===== config.mk =====
export PLATFORM = sky130hd
export DESIGN_NAME = lm_sm_sequencer_flat
export DESIGN_NICKNAME = d
export VERILOG_FILES = /design/src/rtl/lm_sm_sequencer_pkg.sv /design/src/rtl/lm_sm_sequencer_if.sv /design/src/rtl/lm_sm_sequencer_lsb_pri_enc8.sv /design/src/rtl/lm_sm_sequencer.sv /design/src/flat_wrapper.sv
export SDC_FILE = /design/constraint.sdc
export NUM_CORES = 1
export LEC_CHECK = 0
export ABC_AREA = 0
export CORE_ASPECT_RATIO = 0.9
export CORE_MARGIN = 4
export CORE_UTILIZATION = 42
export DETAILED_ROUTE_END_ITERATION = 10
export GPL_TIMING_DRIVEN = 0
export PLACE_DENSITY_LB_ADDON = 0.12
export SLEW_MARGIN = 25
export SYNTH_ARGS = -nofsm -noshare
export SYNTH_HDL_FRONTEND = slang
export SYNTH_SLANG_ARGS = --single-unit

===== constraint.sdc =====
create_clock -name clk -period 2 [get_ports clk]
set_input_delay 0.3 -clock clk [delete_from_list [all_inputs] [get_ports clk]]
set_output_delay 0.3 -clock clk [all_outputs]
set_load 0.02 [all_outputs]

===== src/rtl/lm_sm_sequencer_pkg.sv =====
// Shared constants and types for the LM/SM multi-beat sequencer.
package lm_sm_sequencer_pkg;

  localparam int unsigned DEF_ADDR_W = 16;
  localparam int unsigned DEF_NREG   = 8;
  localparam int unsigned DEF_IDX_W  = 3;

  localparam logic [3:0] OP_LM = 4'b0110;
  localparam logic [3:0] OP_SM = 4'b0111;

  typedef enum logic [1:0] {
    ST_IDLE,
    ST_RUN,
    ST_FIN
  } state_t;

  function automatic logic is_lmsm(input logic [3:0] opc);
    return (opc == OP_LM) || (opc == OP_SM);
  endfunction

endpackage


===== src/rtl/lm_sm_sequencer_if.sv =====
// Upstream/memory-stage bundle for the LM/SM sequencer.
// LMSM_BASE_WB_EN adds the base write-back pair.
interface lm_sm_if
  import lm_sm_sequencer_pkg::*;
#(
  parameter int unsigned ADDR_W = DEF_ADDR_W,
  parameter int unsigned IDX_W  = DEF_IDX_W
);
  logic              start;
  logic              start_ready;
  logic [15:0]       ir;
  logic [ADDR_W-1:0] base_addr;
  logic              hold;
  logic              flush;
  logic              stall_up;
  logic              beat_valid;
  logic [ADDR_W-1:0] mem_addr;
  logic [IDX_W-1:0]  reg_idx;
  logic              mem_write;
  logic              rf_write;
  logic              done;
`ifdef LMSM_BASE_WB_EN
  logic              base_wb_valid;
  logic [ADDR_W-1:0] base_wb_data;

  modport master (
    output start, ir, base_addr, hold, flush,
    input  start_ready, stall_up, beat_valid, mem_addr, reg_idx,
           mem_write, rf_write, done, base_wb_valid, base_wb_data
  );
  modport slave (
    input  start, ir, base_addr, hold, flush,
    output start_ready, stall_up, beat_valid, mem_addr, reg_idx,
           mem_write, rf_write, done, base_wb_valid, base_wb_data
  );
`else
  modport master (
    output start, ir, base_addr, hold, flush,
    input  start_ready, stall_up, beat_valid, mem_addr, reg_idx,
           mem_write, rf_write, done
  );
  modport slave (
    input  start, ir, base_addr, hold, flush,
    output start_ready, stall_up, beat_valid, mem_addr, reg_idx,
           mem_write, rf_write, done
  );
`endif
endinterface


===== src/rtl/lm_sm_sequencer_lsb_pri_enc8.sv =====
// Lowest-set-bit priority encoder: any flag, binary index and one-hot of that bit.
module lsb_pri_enc8 (
  input  logic [7:0] mask,
  output logic       any,
  output logic [2:0] idx,
  output logic [7:0] onehot
);

  always_comb begin
    any    = |mask;
    onehot = mask & (~mask + 8'd1);
    idx    = '0;
    // Scan high to low so the lowest set bit is the last (winning) write.
    for (int unsigned i = 0; i < 8; i++) begin
      if (mask[7-i]) idx = 3'(7 - i);
    end
  end

endmodule


===== src/rtl/lm_sm_sequencer.sv =====
// LM/SM expander: one memory beat per set IR[7:0] bit, lowest register first.
// LMSM_BASE_WB_EN adds base_wb_valid/base_wb_data on the done cycle.
module lm_sm_sequencer
  import lm_sm_sequencer_pkg::*;
#(
  parameter int unsigned ADDR_W = DEF_ADDR_W,
  parameter int unsigned NREG   = DEF_NREG,
  parameter int unsigned IDX_W  = DEF_IDX_W
) (
  input  logic   clk,
  input  logic   rst_n,
  lm_sm_if.slave bus
);

  state_t            state;
  logic [NREG-1:0]   mask;
  logic [ADDR_W-1:0] addr;
  logic              op;

  logic              mask_any;
  logic [IDX_W-1:0]  low_idx;
  logic [NREG-1:0]   low_bit;
  logic              ready;
  logic              accept;
  logic              last;
  logic              unused_ir;

  lsb_pri_enc8 u_enc (
    .mask   (mask),
    .any    (mask_any),
    .idx    (low_idx),
    .onehot (low_bit)
  );

  assign unused_ir = ^bus.ir[11:8];
  assign ready     = rst_n && (state == ST_IDLE) && !bus.flush;
  assign accept    = bus.start && ready && is_lmsm(bus.ir[15:12]);
  assign last      = mask_any && ((mask & ~low_bit) == '0);

  always_ff @(posedge clk or negedge rst_n) begin
    if (!rst_n) begin
      state <= ST_IDLE;
      mask  <= '0;
      addr  <= '0;
      op    <= 1'b0;
    end else if (bus.flush) begin
      state <= ST_IDLE;
      mask  <= '0;
    end else begin
      unique case (state)
        ST_IDLE: begin
          if (accept) begin
            mask  <= bus.ir[NREG-1:0];
            addr  <= bus.base_addr;
            op    <= bus.ir[12];
            state <= (bus.ir[NREG-1:0] != '0) ? ST_RUN : ST_FIN;
          end
        end
        ST_RUN: begin
          if (!bus.hold) begin
            mask <= mask & ~low_bit;
            addr <= addr + ADDR_W'(1);
            if (last) state <= ST_IDLE;
          end
        end
        ST_FIN:  state <= ST_IDLE;
        default: state <= ST_IDLE;
      endcase
    end
  end

  // Outputs decode the registered state; flush zeroes everything in its own cycle.
  always_comb begin
    bus.start_ready = ready;
    bus.stall_up    = 1'b0;
    bus.beat_valid  = 1'b0;
    bus.mem_addr    = '0;
    bus.reg_idx     = '0;
    bus.mem_write   = 1'b0;
    bus.rf_write    = 1'b0;
    bus.done        = 1'b0;
`ifdef LMSM_BASE_WB_EN
    bus.base_wb_valid = 1'b0;
    bus.base_wb_data  = '0;
`endif
    if (!bus.flush) begin
      unique case (state)
        ST_IDLE: bus.stall_up = accept;
        ST_RUN: begin
          bus.mem_addr = addr;
          bus.reg_idx  = low_idx;
          bus.stall_up = bus.hold || !last;
          if (!bus.hold) begin
            bus.beat_valid = 1'b1;
            bus.mem_write  = op;
            bus.rf_write   = ~op;
            bus.done       = last;
`ifdef LMSM_BASE_WB_EN
            bus.base_wb_valid = last;
            bus.base_wb_data  = last ? addr + ADDR_W'(1) : '0;
`endif
          end
        end
        ST_FIN: begin
          bus.done = 1'b1;
`ifdef LMSM_BASE_WB_EN
          bus.base_wb_valid = 1'b1;
          bus.base_wb_data  = addr;
`endif
        end
        default: ;
      endcase
    end
  end

endmodule


===== src/flat_wrapper.sv =====
// flat-port wrapper written by rule: the top's interface ports become plain ports
module lm_sm_sequencer_flat import lm_sm_sequencer_pkg::*;
#(
  parameter int unsigned ADDR_W = DEF_ADDR_W,
  parameter int unsigned NREG   = DEF_NREG,
  parameter int unsigned IDX_W  = DEF_IDX_W
)
  (clk, rst_n, bus_start, bus_ir, bus_base_addr, bus_hold, bus_flush, bus_start_ready, bus_stall_up, bus_beat_valid, bus_mem_addr, bus_reg_idx, bus_mem_write, bus_rf_write, bus_done);
  lm_sm_if #(.ADDR_W(ADDR_W), .IDX_W(IDX_W)) bus_i ();
  input  logic clk;
  input  logic rst_n;
  input wire logic [$bits(bus_i.start)-1:0] bus_start;
  input wire logic [$bits(bus_i.ir)-1:0] bus_ir;
  input wire logic [$bits(bus_i.base_addr)-1:0] bus_base_addr;
  input wire logic [$bits(bus_i.hold)-1:0] bus_hold;
  input wire logic [$bits(bus_i.flush)-1:0] bus_flush;
  output wire logic [$bits(bus_i.start_ready)-1:0] bus_start_ready;
  output wire logic [$bits(bus_i.stall_up)-1:0] bus_stall_up;
  output wire logic [$bits(bus_i.beat_valid)-1:0] bus_beat_valid;
  output wire logic [$bits(bus_i.mem_addr)-1:0] bus_mem_addr;
  output wire logic [$bits(bus_i.reg_idx)-1:0] bus_reg_idx;
  output wire logic [$bits(bus_i.mem_write)-1:0] bus_mem_write;
  output wire logic [$bits(bus_i.rf_write)-1:0] bus_rf_write;
  output wire logic [$bits(bus_i.done)-1:0] bus_done;
  assign bus_i.start = bus_start;
  assign bus_i.ir = bus_ir;
  assign bus_i.base_addr = bus_base_addr;
  assign bus_i.hold = bus_hold;
  assign bus_i.flush = bus_flush;
  assign bus_start_ready = bus_i.start_ready;
  assign bus_stall_up = bus_i.stall_up;
  assign bus_beat_valid = bus_i.beat_valid;
  assign bus_mem_addr = bus_i.mem_addr;
  assign bus_reg_idx = bus_i.reg_idx;
  assign bus_mem_write = bus_i.mem_write;
  assign bus_rf_write = bus_i.rf_write;
  assign bus_done = bus_i.done;
  lm_sm_sequencer #(.ADDR_W(ADDR_W), .NREG(NREG), .IDX_W(IDX_W)) u_core (.clk(clk), .rst_n(rst_n), .bus(bus_i));
endmodule

-- Word level (Yosys, flattened, before mapping)
Index checks and enable logic that the tools add are counted.
W data, S select, Z words.
- flip-flop bits (word level): 27
- word-level logic and storage cells: 79
- equality and inequality tests: 9
- add/sub/neg operators: 2
- mux-type cells: 39
- bitwise gates (word level): 6
- reductions and logical operators: 19
- operators by type and width (cell ; count):
    $mux W16 ; 4
    $pmux W16 S2 ; 1
    $mux W3 ; 10
    $mux W8 ; 3
    $add A16 B1 Y16 const B ; 1
    $and A8 B8 Y8 ; 2
    $not A8 Y8 ; 2
    $pmux W8 S2 ; 1
    $mux W1 ; 12
    $mux W2 ; 5
    $reduce_and A3 Y1 ; 3
    $add A8 B1 Y8 const B ; 1
    $eq A4 B3 Y1 const B ; 2
    $logic_not A8 Y1 ; 1
    $reduce_bool A8 Y1 ; 1
    $reduce_or A8 Y1 ; 1
    $ne A3 B2 Y1 const B ; 2
    $logic_and A1 B1 Y1 ; 5
    $pmux W1 S2 ; 2
    $pmux W2 S2 ; 1
    $reduce_and A4 Y1 ; 1
    $ne A3 B3 Y1 const B ; 1
    $reduce_bool A3 Y1 ; 1
    $eq A2 B1 Y1 const B ; 1
    other kinds (8) ; 11

-- Logic depth before layout (Yosys ltp)
- depth in word-level cells: 11
- mapped depth: 9
- mapped depth without buffers: 7

-- Cells and area by module
A second synthesis with hierarchy kept.
- cell total of the unflattened synthesis: 244
- area total of the unflattened synthesis: 1988.2 um^2
- by module, submodules not included (module ; cells an instance ; times used ; area an instance (um^2) ; sequential area each (um^2)):
    lm_sm_sequencer ; 221 ; 1 ; 1849.3 ; 675.6
    lsb_pri_enc8 ; 23 ; 1 ; 138.9 ; 0.0

-- Least setup slack after synthesis
OpenSTA, ideal clock, no wires.
- path kind: register -> output
- start: register u_core.mask[0]
- end: output bus_done
- stages on the path, launching flop included: 7
- required time: 1700 ps
- slack: -286 ps
- arrival time: 1986 ps
- path through: dfrtp_1 clkbuf_1 maj3_1 o311a_1 a211oi_2 a21oi_1 nor3b_1
- word-level cells in the longest chain between the ends: 10
- elaborated cells between the ends (all ways): 11
- those cells by class: add/sub: 1; mux: 3; bitwise: 4; reduce/logical: 3
- ends and longest elaborated chain (element ; RTL line ; RTL):
    start: declaration ; lm_sm_sequencer.sv:16 ; logic [NREG-1:0] mask;
    start signal: assignment ; lm_sm_sequencer.sv:53 ; mask <= bus.ir[NREG-1:0];
    start signal: assignment ; lm_sm_sequencer.sv:61 ; mask <= mask & ~low_bit;
    $not A8 Y8 ; lm_sm_sequencer_lsb_pri_enc8.sv:11 ; onehot = mask & (~mask + 8'd1);
    $add A8 B1 Y8 ; lm_sm_sequencer_lsb_pri_enc8.sv:11 ;
    $and A8 B8 Y8 ; lm_sm_sequencer_lsb_pri_enc8.sv:11 ;
    $not A8 Y8 ; lm_sm_sequencer.sv:38 ; assign last = mask_any && ((mask & ~low_bit) == '0);
    $and A8 B8 Y8 ; lm_sm_sequencer.sv:38 ;
    $logic_not A8 Y1 ; lm_sm_sequencer.sv:38 ;
    $logic_and A1 B1 Y1 * ; lm_sm_sequencer.sv:38 ;
    $mux W1 * ; lm_sm_sequencer.sv:93 ; if (!bus.hold) begin
    $pmux W1 S2 * ; lm_sm_sequencer.sv:87 ; unique case (state)
    $mux W1 * ; lm_sm_sequencer.sv:86 ; if (!bus.flush) begin
    end: declaration ; flat_wrapper.sv:24 ; output wire logic [$bits(bus_i.done)-1:0] bus_done;
Every way passes the cells marked *; elsewhere a longest branch is shown, timed or not.

-- Final worst setup path
- start: register u_core.mask[2]
- end: output bus_stall_up
- word-level cells in the longest chain between the ends: 11
- elaborated cells between the ends (all ways): 12
- those cells by class: add/sub: 1; mux: 2; bitwise: 4; reduce/logical: 5
- ends and longest elaborated chain (element ; RTL line ; RTL):
    $not A8 Y8 ; lm_sm_sequencer_lsb_pri_enc8.sv:11 ;
    $add A8 B1 Y8 ; lm_sm_sequencer_lsb_pri_enc8.sv:11 ;
    $and A8 B8 Y8 ; lm_sm_sequencer_lsb_pri_enc8.sv:11 ;
    $not A8 Y8 ; lm_sm_sequencer.sv:38 ;
    $and A8 B8 Y8 ; lm_sm_sequencer.sv:38 ;
    $logic_not A8 Y1 ; lm_sm_sequencer.sv:38 ;
    $logic_and A1 B1 Y1 * ; lm_sm_sequencer.sv:38 ;
    $logic_not A1 Y1 * ; lm_sm_sequencer.sv:92 ; bus.stall_up = bus.hold || !last;
    $logic_or A1 B1 Y1 * ; lm_sm_sequencer.sv:92 ;
    $pmux W1 S2 * ; lm_sm_sequencer.sv:87 ;
    $mux W1 * ; lm_sm_sequencer.sv:86 ;
    end: declaration ; flat_wrapper.sv:18 ; output wire logic [$bits(bus_i.stall_up)-1:0] bus_stall_up;
Marks and branches as above.

==> reports/results.ini <==
[outcome]
status=finished with violations
violations=negative setup slack

[setup_path]
reg2reg_depth=8
timing.critical_path.buf_inv=1
path_class=register to output pin
critical_path.max_stage_delay_ns=0.47
critPathSlowestCell=dfrtp_2
startpoint=u_core.mask[2]$_DFFE_PN0P_
start_kind=register
cp_max_fo=5
cp_cell_sequence=maj3_2, o311a_1, a211oi_4, nor2_2, or2_4, buf_6
critPathArrivalTime_ns=2.17
crit_family=compound AO/OA/AOI/OAI gates
r2r_end=u_core.addr[8]$_DFFE_PN0P_
r2r_start=u_core.state[1]$_DFFE_PN0P_
worstSetupEndpointType=output pin
rrSetupSlack_ns=-0.06
required_ns=1.70

[sta]
fmax_ghz=0.405
fin_crit_sh=1.23
post-route-min-period_ns=2.47
rsz0062_at_grt=true
finalSetupViolations=5
skew_ns=0.00304
worst_slack_ns=-0.468
slew_viol_final=0
worstMarginPinSlew_ns=0.586
hold_viol=0
slew_headroom=0.606

[cells_and_area]
multi_input_area_um2=1320
seq_area_um2=683
final_nets=363
fillCellCount=383
synthToLayoutAreaGrowth_pct=50.6
drive_gt1_frac=0.299
num_antenna_cells=0
post-route-util=0.652

[pwr]
pwr_density_cell_nw_per_um2=549
leakagePower_nw=1.27
ir_drop_v=0.000330

[drt]
drc_errors=0
drtIter0Drc=161
wl_mm=6.27
vias=2170
drtPass1Iterations=4
viasPerCell=5.67
drtAntennaViolNets=0
wl_per_cell_um=16.4

[grt]
overflow=0
grt_max_degree=28
track_usage=0.218
grt_pass1_vias=2001
antenna_found_initial=0
grt_pass1_wl_mm=10.0

[yosys]
synthTopCellsByArea=dfrtp_1 (35%), nand2_1 (6.4%), o21ai_0 (4.9%), and2_1 (4.9%), a21oi_1 (3.9%)
synth_nets=281
yosysTopAreaCell=dfrtp_1
yosysSeqAreaShare=0.350
synth_top_flop_cell=dfrtp_1
netlist_instances=240
synth_edf_count=0
synthArstFlopShare=1.00
avgSynthCellArea_um2=8.05
ys_ff_latch=27
yosysTopAreaCellShare=0.350
synthesis.area_um2=1930
yosysWarnings=0
ys_types=49

[floorplan]
die_x_um=79.5
placementRows=23
core_area_um2=4460
dieArea_um2=5750
die_y_um=72.4
start_util=0.433
io_pins=62

[worst_hold_path]
hp-class=input pin to register
worstHoldEndpoint=u_core.state[0]$_DFFE_PN0P_
hold_path.startpoint=rst_n
min_path_cells=5

[clocking]
clockBufferDepth=2
tritoncts=done
clock_latency_ns=0.28
clk_pin_slew_ns=0.10
cts_buffers=3
ctsRootBufferMaster=clkbuf_8
htree_num_levels=1
clkSinkCount=27

[place]
hpwl_mm=4.15
pre_cts_slack_ns=-0.919
portBuffers=57
gp_congestion=0.859

[flow_run]
maxCapViolCount=0

[cell type report]
cell class                      instances  area share
Buffer                                 10      0.0305
Clock buffer                            3      0.0142
Clock inverter                          1     0.00172
Inverter                                8      0.0103
Multi-Input combinational cell        194       0.453
Sequential cell                        27       0.235
Tap cell                               62      0.0267
Timing Repair Buffer                   78       0.229
[routing by layer]
| metal | up-vias | GRT usage | part of all wire |
|---|---|---|---|
| li1 | 1053 | - | - |
| met1 | 1028 | 0.327 | 0.48 |
| met2 | 83 | 0.334 | 0.45 |
| met3 | 6 | 0.0409 | 0.065 |
| met4 | 0 | 0.0286 | 0.0072 |
| met5 | - | 0 | 0 |
[cells in the mapped netlist, types with 3 or more instances]
master	instances
nor2_1	15
clkbuf_1	8
nand2_1	33
o22ai_1	5
or4_1	4
dfrtp_1	27
a21oi_1	15
ha_1	4
o21ai_0	19
and2_1	15
inv_1	8
nor3_1	8
nand3_1	14
nand4_1	5
nor4_1	5
or4b_1	4
nand2b_1	3
and3_1	3
a32oi_1	4
a31o_2	3
mux2i_1	3
[power breakdown]
part           switching [mW]  total [mW]  internal, mW  leakage (nW)
clock                   0.186       0.326         0.140        0.0255
sequential              0.152       0.816         0.664         0.339
combinational           0.227       0.455         0.228         0.902
total                   0.564        1.60          1.03          1.27
[cells by family (layout without fill, tap and decap cells)]
logic type	Yosys count	count (layout)	synth area share
buffers and inverters	19	100	0.0421
DFF	27	27	0.350
and+or+nand+nor	121	121	0.341
AOI/OAI and AO/OA	63	63	0.210
muxes	4	4	0.0214
xor gates and xnor gates	1	1	0.00453
adders and majority gates	5	5	0.0311
[stage by stage]
step,std cells,instance area [um^2],total power [mW],hold slack [ns],setup TNS (ns)
6_report,383,2910,1.60,0.480,-1.07
5_1_grt,383,2910,1.70,0.514,-1.66
4_1_cts,376,2870,1.58,0.465,-1.11
3_5_place_dp,359,2590,1.23,0.372,-30.00
3_3_place_gp,359,2600,1.22,0.514,-57.64
2_1_floorplan,240,1950,1.05,0.00441,-0.196
[what timing repair did]
item	CTS	global route
setup buffers	12	6
setup endpoints to repair	49	28
pin swaps	7	4
hold endpoints to repair	27	0
resized for setup	136	30
gates cloned	0	1
hold buffers	2	0
[registers in the layout, indices dropped and copies added (netlist names)]
signal,flops
u_core.addr,16
u_core.mask,8
u_core.op,1
u_core.state,2
[cells in the final DEF (no fill, tap or decap), types with 4 or more instances in the layout]
| master | n |
|---|---|
| or4b_1 | 4 |
| buf_2 | 18 |
| nand4_1 | 5 |
| a21oi_1 | 14 |
| nor3_2 | 4 |
| and2_1 | 15 |
| clkdlybuf4s50_1 | 27 |
| clkbuf_8 | 4 |
| buf_4 | 23 |
| buf_6 | 4 |
| nor2_1 | 14 |
| o22ai_1 | 5 |
| inv_1 | 6 |
| dlygate4sd2_1 | 5 |
| clkbuf_2 | 4 |
| nand3_1 | 14 |
| nand2_1 | 33 |
| o21ai_0 | 16 |
| a32oi_1 | 4 |
| dfrtp_1 | 21 |
| nor3_1 | 4 |
| dfrtp_2 | 6 |
[tightest hold or removal path, cell delays in order]
cell and delay, ns:
buf_6 0.11, nand4_4 0.10, nor3_2 0.08, o21ai_0 0.08, o2bb2ai_1 0.06
[worst max-delay path by stage]
stage                endpoint  slack (ns)  depth (start not counted)
6_report         bus_stall_up       -0.47                          6
5_1_grt          bus_stall_up       -0.53                          6
4_1_cts          bus_stall_up       -0.49                          6
3_5_place_dp   bus_reg_idx[1]       -0.92                          6
3_3_place_gp     bus_stall_up       -1.76                          5
2_1_floorplan        bus_done       -0.11                          6
Note: power is estimated with default switching activity, not from simulation.
